[src/rtl/rom_crc_scanner.sv]
// rom_crc_scanner: ROM self-test sequencer.
//
// Sweeps every ROM address from 0 to max, holds each address for SETTLE+1 clock
// edges, samples the returned byte on the last of those edges, and folds it into a
// CRC-8 signature (poly 0x07, MSB-first, init 0x00, no reflection, no final XOR).
// After sampling the last address it compares the signature with the golden value
// that was latched when the sweep started.
//
// Ports:
//   clk        clock, rising edge
//   rst_n      asynchronous active-low reset
//   start      level; begins a sweep when idle or done (ignored while running)
//   expected   golden signature, latched on the accepted start edge
//   rom_addr   registered ROM address
//   rom_data   ROM read data (combinational function of rom_addr)
//   busy       high while a sweep is running
//   done       sticky end-of-sweep flag, cleared by the next accepted start
//   pass       valid with done; 1 when the signature matched the latched golden value
//   signature  running CRC register; final value while done is high
module rom_crc_scanner #(
  parameter int unsigned ADDR_W = 6,
  parameter int unsigned DATA_W = 8,
  parameter int unsigned SETTLE = 1
) (
  input  logic              clk,
  input  logic              rst_n,
  input  logic              start,
  input  logic [7:0]        expected,
  output logic [ADDR_W-1:0] rom_addr,
  input  logic [DATA_W-1:0] rom_data,
  output logic              busy,
  output logic              done,
  output logic              pass,
  output logic [7:0]        signature
);

  typedef enum logic [1:0] {StIdle, StRun, StDone} state_e;

  localparam logic [3:0]        SettleCnt = 4'(SETTLE);
  localparam logic [ADDR_W-1:0] AddrMax   = {ADDR_W{1'b1}};
  localparam logic [ADDR_W-1:0] AddrOne   = {{(ADDR_W-1){1'b0}}, 1'b1};

  // One full byte of the bitwise CRC-8 recurrence, unrolled into a single cycle.
  function automatic logic [7:0] crc8_byte(input logic [7:0] crc_in, input logic [7:0] data);
    logic [7:0] c;
    c = crc_in ^ data;
    for (int i = 0; i < 8; i++) begin
      c = {c[6:0], 1'b0} ^ (c[7] ? 8'h07 : 8'h00);
    end
    return c;
  endfunction

  state_e            state_q, state_d;
  logic [ADDR_W-1:0] addr_q, addr_d;
  logic [3:0]        cnt_q, cnt_d;
  logic [7:0]        sig_q, sig_d;
  logic [7:0]        exp_q, exp_d;
  logic              done_q, done_d;
  logic              pass_q, pass_d;
  logic [7:0]        crc_next;

  assign crc_next = crc8_byte(sig_q, rom_data);

  always_comb begin
    state_d = state_q;
    addr_d  = addr_q;
    cnt_d   = cnt_q;
    sig_d   = sig_q;
    exp_d   = exp_q;
    done_d  = done_q;
    pass_d  = pass_q;
    unique case (state_q)
      StIdle, StDone: begin
        if (start) begin
          state_d = StRun;
          addr_d  = '0;
          cnt_d   = SettleCnt;
          sig_d   = 8'h00;
          exp_d   = expected;
          done_d  = 1'b0;
          pass_d  = 1'b0;
        end
      end
      StRun: begin
        if (cnt_q != 4'd0) begin
          cnt_d = cnt_q - 4'd1;
        end else begin
          sig_d = crc_next;
          if (addr_q != AddrMax) begin
            addr_d = addr_q + AddrOne;
            cnt_d  = SettleCnt;
          end else begin
            // Last address sampled: address stays parked at max.
            state_d = StDone;
            done_d  = 1'b1;
            pass_d  = (crc_next == exp_q);
          end
        end
      end
      default: state_d = StIdle;
    endcase
  end

  always_ff @(posedge clk or negedge rst_n) begin
    if (!rst_n) begin
      state_q <= StIdle;
      addr_q  <= '0;
      cnt_q   <= 4'd0;
      sig_q   <= 8'h00;
      exp_q   <= 8'h00;
      done_q  <= 1'b0;
      pass_q  <= 1'b0;
    end else begin
      state_q <= state_d;
      addr_q  <= addr_d;
      cnt_q   <= cnt_d;
      sig_q   <= sig_d;
      exp_q   <= exp_d;
      done_q  <= done_d;
      pass_q  <= pass_d;
    end
  end

  assign rom_addr  = addr_q;
  assign busy      = (state_q == StRun);
  assign done      = done_q;
  assign pass      = pass_q;
  assign signature = sig_q;

endmodule
[config.mk]
export PLATFORM = sky130hd
export DESIGN_NAME = rom_crc_scanner
export DESIGN_NICKNAME = d
export VERILOG_FILES = /design/src/rtl/rom_crc_scanner.sv
export SDC_FILE = /design/constraint.sdc
export NUM_CORES = 1
export LEC_CHECK = 0
export CAP_MARGIN = 40
export CELL_PAD_IN_SITES_DETAIL_PLACEMENT = 0
export CELL_PAD_IN_SITES_GLOBAL_PLACEMENT = 1
export CORE_AREA = 8 8 72 74
export CTS_BUF_LIST = sky130_fd_sc_hd__clkbuf_4
export CTS_CLUSTER_SIZE = 40
export DETAILED_ROUTE_END_ITERATION = 8
export DIE_AREA = 0 0 80 82
export PLACE_DENSITY_LB_ADDON = 0.1
export SLEW_MARGIN = 20
export SYNTH_ARGS = -nofsm -noshare
export SYNTH_HDL_FRONTEND = slang
export SYNTH_SLANG_ARGS = --single-unit
[constraint.sdc]
create_clock -name clk -period 3.2 [get_ports clk]
set_clock_uncertainty 0.15 [all_clocks]
set_input_delay 0.64 -clock clk [delete_from_list [all_inputs] [get_ports clk]]
set_output_delay 0.64 -clock clk [all_outputs]
set_load 0.01 [all_outputs]
# --- Word-level counts from Yosys, hierarchy flattened ---
# Index checks and enable logic that the tools add are counted.
word_totals:
  regBits: 30
  out_inout_bits: 17
classes:
  add_sub_neg: 2
  n_eq_ne: 9
  n_mux: 30
  n_bitwise: 9
  n_reduce_logical: 10
op_table:
  columns: ["cell", "n"]
  rows:
  - ["bitwise XOR 8 x 3 -> 8 bit", 8]
  - ["two-way mux 3 bit", 8]
  - ["two-way mux 6 bit", 3]
  - ["two-way mux 8 bit", 2]
  - ["one-hot mux 8 bit (2 select lines)", 1]
  - ["two-way mux 4 bit", 3]
  - ["one-hot mux 6 bit (2 select lines)", 1]
  - ["AND reduction 3 bit", 3]
  - ["equality test 8 bit", 1]
  - ["one-hot mux 4 bit (2 select lines)", 1]
  - ["AND reduction 4 bit", 2]
  - ["bitwise XOR 8 bit", 1]
  - ["adder 6 x 1 -> 6 bit, second input constant", 1]
  - ["two-way mux 2 bit", 3]
  - ["!= test 2 bit, second input constant", 3]
  - ["!= test 6 bit, second input constant", 1]
  - ["two-way mux 1 bit", 5]
  - ["one-hot mux 1 bit (2 select lines)", 2]
  - ["one-hot mux 2 bit (2 select lines)", 1]
  - ["nonzero test 4 bit", 1]
  - ["subtractor 4 x 1 -> 4 bit, second input constant", 1]
  - ["!= test 3 x 1 -> 1 bit, second input constant", 1]
  - ["equality test 2 x 1 -> 1 bit, second input constant", 1]
  - ["equality test 2 bit, second input constant", 1]
  - ["other kinds (5)", 5]

# --- Depth between registers and ports, before layout ---
# Gate-level depths: netlist of the first run.
depth:
  depth_word: 21
  mapped_depth: 8

# --- Worst setup path after synthesis of the first run ---
# Ideal clock, no wire load.
synth_path:
  path_kind: "reg2reg"
  start: "reg cnt_q[0]"
  end: "reg cnt_q[2]"
  setup_ns: 0.119
  arrival_ns: 1.822
  path_slack_ns: 1.109
  stages_incl_launch_ff: 8
  path_buffers: 0
  period_less_slack_ns: 2.091
  cell_sequence: "dfrtp_1 inv_1 ha_1 or3b_4 or4_4 nand3_2 xnor2_1 and2_1"
synth_via:
  elab_chain_cells: 3
synth_lines:
  columns: ["element", "line_no", "rtl"]
  rows:
  - ["from (decl)", "55", "logic [3:0] cnt_q, cnt_d;"]
  - ["from (signal assigned)", "116", "cnt_q <= cnt_d;"]
  - ["subtractor 4 x 1 -> 4 bit / nonzero test 4 bit (equally long branches)", "86, 85", null]
  - ["two-way mux 4 bit / != test 3 x 1 -> 1 bit (equally long branches)", null, null]
  - ["one-hot mux 4 bit (2 select lines) / AND reduction 3 bit (equally long branches)", null, null]
# Several ways; a longest one is shown, not always the timed one.
# A chain may end at the register's enable or synchronous reset.

# --- Worst setup path after layout of the first run ---
layout_path:
  start: "reg state_q[1]"
  end: "out busy"
layout_via:
  elab_chain_cells: 1
layout_lines:
  columns: ["element", "line_no", "rtl"]
  rows:
  - ["from (decl)", "53", "state_e state_q, state_d;"]
  - ["from (signal assigned)", "106", "state_q <= StIdle;"]
  - ["from (signal assigned)", "114", "state_q <= state_d;"]
  - ["equality test 2 x 1 -> 1 bit", "125", "assign busy = (state_q == StRun);"]
  - ["to (decl)", "31", "output logic busy,"]
# No other way between the ends.

==> impl_metrics.ini, run 1 <==
[yosys]
synth_common_cells = nand2_1 (38), dfrtp_1 (30), xnor2_1 (19), o21ai_0 (9), a21oi_1 (8)
synth-seq-cells = 30
syn_inst = 178
synth_top_area_cell = dfrtp_1
synth_top_area_share_pct = 44.31
ys_async_sr_fraction_pct = 100.0
synth.cell_area_mm2 = 0.001694
synth-main-ff-cell = dfrtp_1
yosys_warnings = 0
syn_nets = 200
synth_cell_types = 35
synth_edf_count = 0
syn_area_per_cell_um2 = 9.518
ys_top_cells_by_area = dfrtp_1 (44%), xnor2_1 (9.8%), nand2_1 (8.4%)
yosysMostFrequentCell = nand2_1
yosysSeqAreaShare_pct = 44.31

[drt]
wl_per_cell_um = 15.13
drtIter0Drc = 56
drcViolationCount = 0
post_drt_via_cell_ratio = 5.090
totalWireLength_um = 4055
ant_nets = 0
drt_first_pass_iters = 4
num_vias = 1364

[sta]
setup_viol = 0
maxSlewHeadroom_pct = 52.30
whs_ns = 0.3456
maxSlewViolCount = 0
period_share_pct = 81.74
max_freq_ghz = 0.3823
hold_viol = 0
period_needed_ns = 2.616
rsz0062_at_grt = false
tns_ns = 0
worst_slew_pin_slew_ns = 0.7155

[floorplan]
die_h_um = 82
pin_count = 36
initial_core_util_pct = 40.88
die_area_mm2 = 0.006560
rows = 24
die-width_um = 80
core_mm2 = 0.004144

[grt]
grt_pass1_wl_um = 6368
grt_pass1_vias = 1306
antenna_found_initial = 0
track_usage_pct = 12.74
grt_max_degree = 31
overflow = 0

[critical_path]
critPathLaunchType = flip-flop
worstPathRequired_ns = 2.41
path_class = reg2out
cp_max_fo = 7
end_kind = primary output
arrival_ns = 1.83

[clock_tree]
root_buffer = clkbuf_4
numCtsBuffers = 5
cts_buffer_depth = 2
post_cts_buffers = 0
cts_sinks = 30
worstSkewPairLatency_ns = 0.32
cts_tree = yes
cts-resized-gates = 0
clk_pin_slew_ns = 0.09
htree_levels = 2
cts_hold_buf = 0

[placed_design]
routabilityCongestion = 0.8285
dp.cells = 262
port_buffers = 35
dp_hpwl_um = 3005

[cells_and_area]
fillers = 384
layout-drive-gt1-share_pct = 7.407
seq_area_um2 = 750.7
diodes = 0
utilization_pct = 51.81
fin_cells = 268
area_delta_synth_final_pct = 26.74
final_nets = 239
multi_input_area_um2 = 898.4

[power]
switchingPower_mw = 0.7111
p_per_area_mw_per_mm2 = 846.9
vdd_drop_max_v = 0.0002881
power.total_mw = 1.818
pwr-share-seq_pct = 34.0
swShare_pct = 39.11
p_leak_nw = 0.9329
p_int_mw = 1.107
p_clk_share_pct = 10.9
combPwrFrac_pct = 55.0

[status]
status = completed

[min_path]
hold_path.class = reg2reg

[run]
timing.max_cap.violations = 0
-- stage by stage --
step	instance area (µm²)	setup WS, ns
2_1_floorplan	1694	1.109
3_3_place_gp	2106	0.6470
3_5_place_dp	2106	0.6101
4_1_cts	2147	0.5840
5_1_grt	2147	0.5032
6_report	2147	0.5842
-- cell usage in the layout (no fill, tap or decap), types with 2 or more instances in the layout --
| cell | synthesis | final |
|---|---|---|
| nand2_1 | 38 | 38 |
| clkdlybuf4s50_1 | 0 | 35 |
| dfrtp_1 | 30 | 30 |
| xnor2_1 | 19 | 19 |
| o21ai_0 | 9 | 9 |
| a21oi_1 | 8 | 8 |
| nand3_1 | 7 | 7 |
| xor2_1 | 6 | 6 |
| inv_1 | 5 | 5 |
| nor2_1 | 5 | 5 |
| clkbuf_4 | 0 | 5 |
| nand2b_1 | 3 | 3 |
| xnor3_1 | 3 | 3 |
| o21ai_1 | 3 | 3 |
| o22ai_1 | 3 | 3 |
| nor3_1 | 3 | 3 |
| ha_1 | 3 | 3 |
| buf_4 | 1 | 3 |
| xnor2_2 | 2 | 2 |
| or2_1 | 2 | 2 |
| nor2b_1 | 2 | 2 |
| nand3_2 | 2 | 2 |
| and2_1 | 2 | 2 |
| o31ai_1 | 2 | 2 |
| a22o_1 | 2 | 2 |
| and3_1 | 2 | 2 |
| or3_1 | 2 | 2 |
-- power by group through the flow --
stage / Combinational (mW) / Sequential, mW / Clock [mW]
final: 1.00 / 0.619 / 0.199
after global routing: 1.10 / 0.638 / 0.228
after CTS: 1.02 / 0.622 / 0.207
after detailed placement: 1.01 / 0.629 / 0
after global placement: 0.988 / 0.621 / 0
after floorplan: 0.701 / 0.632 / 0
-- sequential cells by signal, summed over array words and instances, names as in the netlist --
signal and flops:
signature 8, done 1, cnt_q 4, rom_addr 6
exp_q 8, pass 1, state_q 2
-- worst max-delay path: stages (launching register included) --
cell	delay, ns
dfrtp_1	0.39
nand2b_1	0.30
inv_1	0.24
clkdlybuf4s50_1	0.58
-- path summary, 6_finish.rpt --
path	cells past startpoint	slack [ns]	startpoint	to
worst min-delay path	2	0.35	done$_DFFE_PN0P_	done$_DFFE_PN0P_
worst max-delay path	3	0.58	state_q[1]$_DFFE_PN0P_	busy
worst min register to register	2	0.35	done$_DFFE_PN0P_	done$_DFFE_PN0P_
max in group asynchronous	2	2.05	rst_n	exp_q[3]$_DFFE_PN0P_
min in group asynchronous	2	0.56	rst_n	signature[5]$_DFFE_PN0P_
worst max register to register	7	0.78	cnt_q[0]$_DFFE_PN0P_	rom_addr[5]$_DFFE_PN0P_
-- area by class of cell --
class                           instances  share of cell area, %
Timing Repair Buffer                   38                  17.37
Multi-Input combinational cell        137                  41.84
Clock inverter                          1                 0.1748
Clock buffer                            5                  1.748
Tap cell                               52                  3.030
Inverter                                5                 0.8741
Sequential cell                        30                  34.97
-- layer usage --
| layer | vias to the layer above | track usage, % | share of wire [%] |
|---|---|---|---|
| li1 | 677 | - | - |
| met1 | 647 | 16.01 | 47 |
| met2 | 38 | 19.40 | 46 |
| met3 | 2 | 4.814 | 6.8 |
| met4 | 0 | 4.909 | 0.54 |
| met5 | - | 0 | 0 |
-- cell families after synthesis --
| kind of cell | after synthesis | synth area share (%) |
|---|---|---|
| buffers and inverters | 11 | 2.659 |
| XOR/XNOR | 30 | 18.83 |
| AND/OR/NAND/NOR | 73 | 21.27 |
| flip-flops | 30 | 44.31 |
| AO/OA/AOI/OAI | 31 | 10.71 |
| adder cells (fa/ha/maj) | 3 | 2.216 |
(Power assumes the default switching activity.)
==> run 2: changes to the inputs <==
--- a/config.mk
+++ b/config.mk
@@ -8,11 +8,11 @@
 export CAP_MARGIN = 40
 export CELL_PAD_IN_SITES_DETAIL_PLACEMENT = 0
 export CELL_PAD_IN_SITES_GLOBAL_PLACEMENT = 1
-export CORE_AREA = 8 8 72 74
+export CORE_AREA = 8 8 78 80
 export CTS_BUF_LIST = sky130_fd_sc_hd__clkbuf_4
 export CTS_CLUSTER_SIZE = 40
 export DETAILED_ROUTE_END_ITERATION = 8
-export DIE_AREA = 0 0 80 82
+export DIE_AREA = 0 0 86 88
 export PLACE_DENSITY_LB_ADDON = 0.1
 export SLEW_MARGIN = 20
 export SYNTH_ARGS = -nofsm -noshare
==> constraint.sdc (replaced) <==
create_clock -name clk -period 2.3 [get_ports clk]
set_clock_uncertainty 0.15 [all_clocks]
set_input_delay 0.46 -clock clk [delete_from_list [all_inputs] [get_ports clk]]
set_output_delay 0.46 -clock clk [all_outputs]
set_load 0.01 [all_outputs]
==> run 2 against run 1 <==
Net effect: critical path type is now reg2reg; critical endpoint is now cnt_q[2]$_DFFE_PN0P_; sequential share of layout area shrank 2.7 points; first-iteration DRC count is 43% lower; clock power up 110%; worst setup slack worse by 0.50 ns; wire length rose by 3.4%; count of clock-buffer cells in the layout did not move; final area up 8.3%; via count rose by 2.1%.
==> impl_metrics.ini, run 2 (same netlist as run 1, synthesis figures left out) <==
[sta]
maxSlewHeadroom_pct = 65.84
max_freq_ghz = 0.4507
period_share_pct = 96.46
period_needed_ns = 2.219
whs_ns = 0.3310
hold_viol = 0
worst_slew_pin_slew_ns = 0.5087
setup_viol = 0
maxSlewViolCount = 0
rsz0062_at_grt = false

[critical_path]
crit_slowest_cell = or4_4
end_kind = flip-flop
reg2reg_from = cnt_q[0]$_DFFE_PN0P_
path_class = reg2reg
cp_max_fo = 5
cp_top_family = simple AND/OR/NAND/NOR gates
reg2reg_to = cnt_q[2]$_DFFE_PN0P_
critical_path.max_stage_delay_ns = 0.58
critPathLaunchType = flip-flop
crit_chain = inv_1 > ha_1 > or3b_4 > or4_4 > nand3_2 > xnor2_1 > and2_1
r2r_slack_ns = 0.08
path_buf_inv = 1
arrival_ns = 2.29
reg2regPathDepth = 7
worstPathRequired_ns = 2.37

[floorplan]
core_mm2 = 0.004912
die_h_um = 88
die-width_um = 86
initial_core_util_pct = 34.49
die_area_mm2 = 0.007568
pin_count = 36
rows = 26

[cells_and_area]
layout-drive-gt1-share_pct = 14.96
final_common_cell = nand2_1
final_nets = 255
fillers = 473
diodes = 0
area_delta_synth_final_pct = 37.30
fin_cells = 304
final_cell_mix = nand2_1 (38), clkdlybuf4s50_1 (35), dfrtp_1 (30), xnor2_1 (19), buf_4 (19)

[grt]
grt_pass1_vias = 1404
overflow = 0
track_usage_pct = 11.97
antenna_found_initial = 0
grt_pass1_wl_um = 6962
grt_max_degree = 31

[drt]
drcViolationCount = 0
drt_first_pass_iters = 4
ant_nets = 0
totalWireLength_um = 4193
wl_per_cell_um = 13.79
post_drt_via_cell_ratio = 4.579
drtIter0Drc = 32
num_vias = 1392

[clock_tree]
cts_tree = yes
clk_pin_slew_ns = 0.09
cts_sinks = 30
numCtsBuffers = 5
cts-resized-gates = 0
worstSkewPairLatency_ns = 0.33
root_buffer = clkbuf_4
cts_buffer_depth = 2
htree_levels = 2

[min_path]
hold_path.class = reg2reg
hold_path_depth = 2
hold-path-endpoint = done$_DFFE_PN0P_
min_from = done$_DFFE_PN0P_

[power]
p_leak_nw = 1.029
vdd_drop_max_v = 0.0004995
p_per_area_mw_per_mm2 = 1242

[status]
status = completed

[placed_design]
port_buffers = 35
routabilityCongestion = 0.7713
dp.cells = 295
dp_hpwl_um = 3315

[run]
timing.max_cap.violations = 0
run 2: metrics by stage:
stage               utilization [%]  power, mW  TNS [ns]  setup slack (ns)  area, µm²
floorplan                         -      1.855         0            0.2087       1694
global placement              45.62      2.444  -0.03195          -0.02055       2241
detailed placement            45.62      2.485   -0.1538          -0.09868       2241
CTS                           47.20      2.924         0           0.05570       2318
global route                  47.35      3.127         0           0.01869       2326
finish                        47.35      2.888         0           0.08133       2326
run 2: worst max path at each step:
stage                                to                 start  cells after the start  slack [ns]
2_1_floorplan      cnt_q[2]$_DFFE_PN0P_  cnt_q[0]$_DFFE_PN0P_                      7        0.21
6_report           cnt_q[2]$_DFFE_PN0P_  cnt_q[0]$_DFFE_PN0P_                      7        0.08
5_1_grt            cnt_q[3]$_DFFE_PN0P_  cnt_q[0]$_DFFE_PN0P_                      7        0.02
4_1_cts            cnt_q[2]$_DFFE_PN0P_  cnt_q[0]$_DFFE_PN0P_                      7        0.06
3_5_place_dp           pass$_DFFE_PN0P_           rom_data[1]                      6        -0.1
3_3_place_gp   signature[2]$_DFFE_PN0P_           rom_data[1]                      6       -0.02
run 2: layout make-up:
type	count	area, µm²	share of cell area (%)
Multi-Input combinational cell	137	898.4	38.62
Inverter	5	18.77	0.8069
Sequential cell	30	750.7	32.28
Timing Repair Buffer	54	493.0	21.19
Clock inverter	3	40.04	1.721
Clock buffer	5	37.54	1.614
Tap cell	70	87.58	3.765
run 2: worst min-delay path, cell delays in order (launching register included):
cell     delay, ns
dfrtp_1       0.35
nand2_1       0.05
nand2_1       0.06
run 2: metal layers:
metal	track usage, %	vias up	part of all wire, %
met5	0	-	0
met4	4.777	0	1.5
met3	4.221	6	5.0
met2	21.76	21	53
met1	12.24	659	40
li1	-	706	-
run 2: power by group:
group | total, mW | internal (mW) | switching [mW] | leakage [nW]
combinational | 1.61 | 0.889 | 0.721 | 0.601
sequential | 0.856 | 0.702 | 0.154 | 0.383
clock | 0.421 | 0.225 | 0.196 | 0.0450
run 2: what timing repair did:
item	in CTS	in global routing
setup buffers	0	1
setup endpoints to repair	0	3
hold buffers	0	0
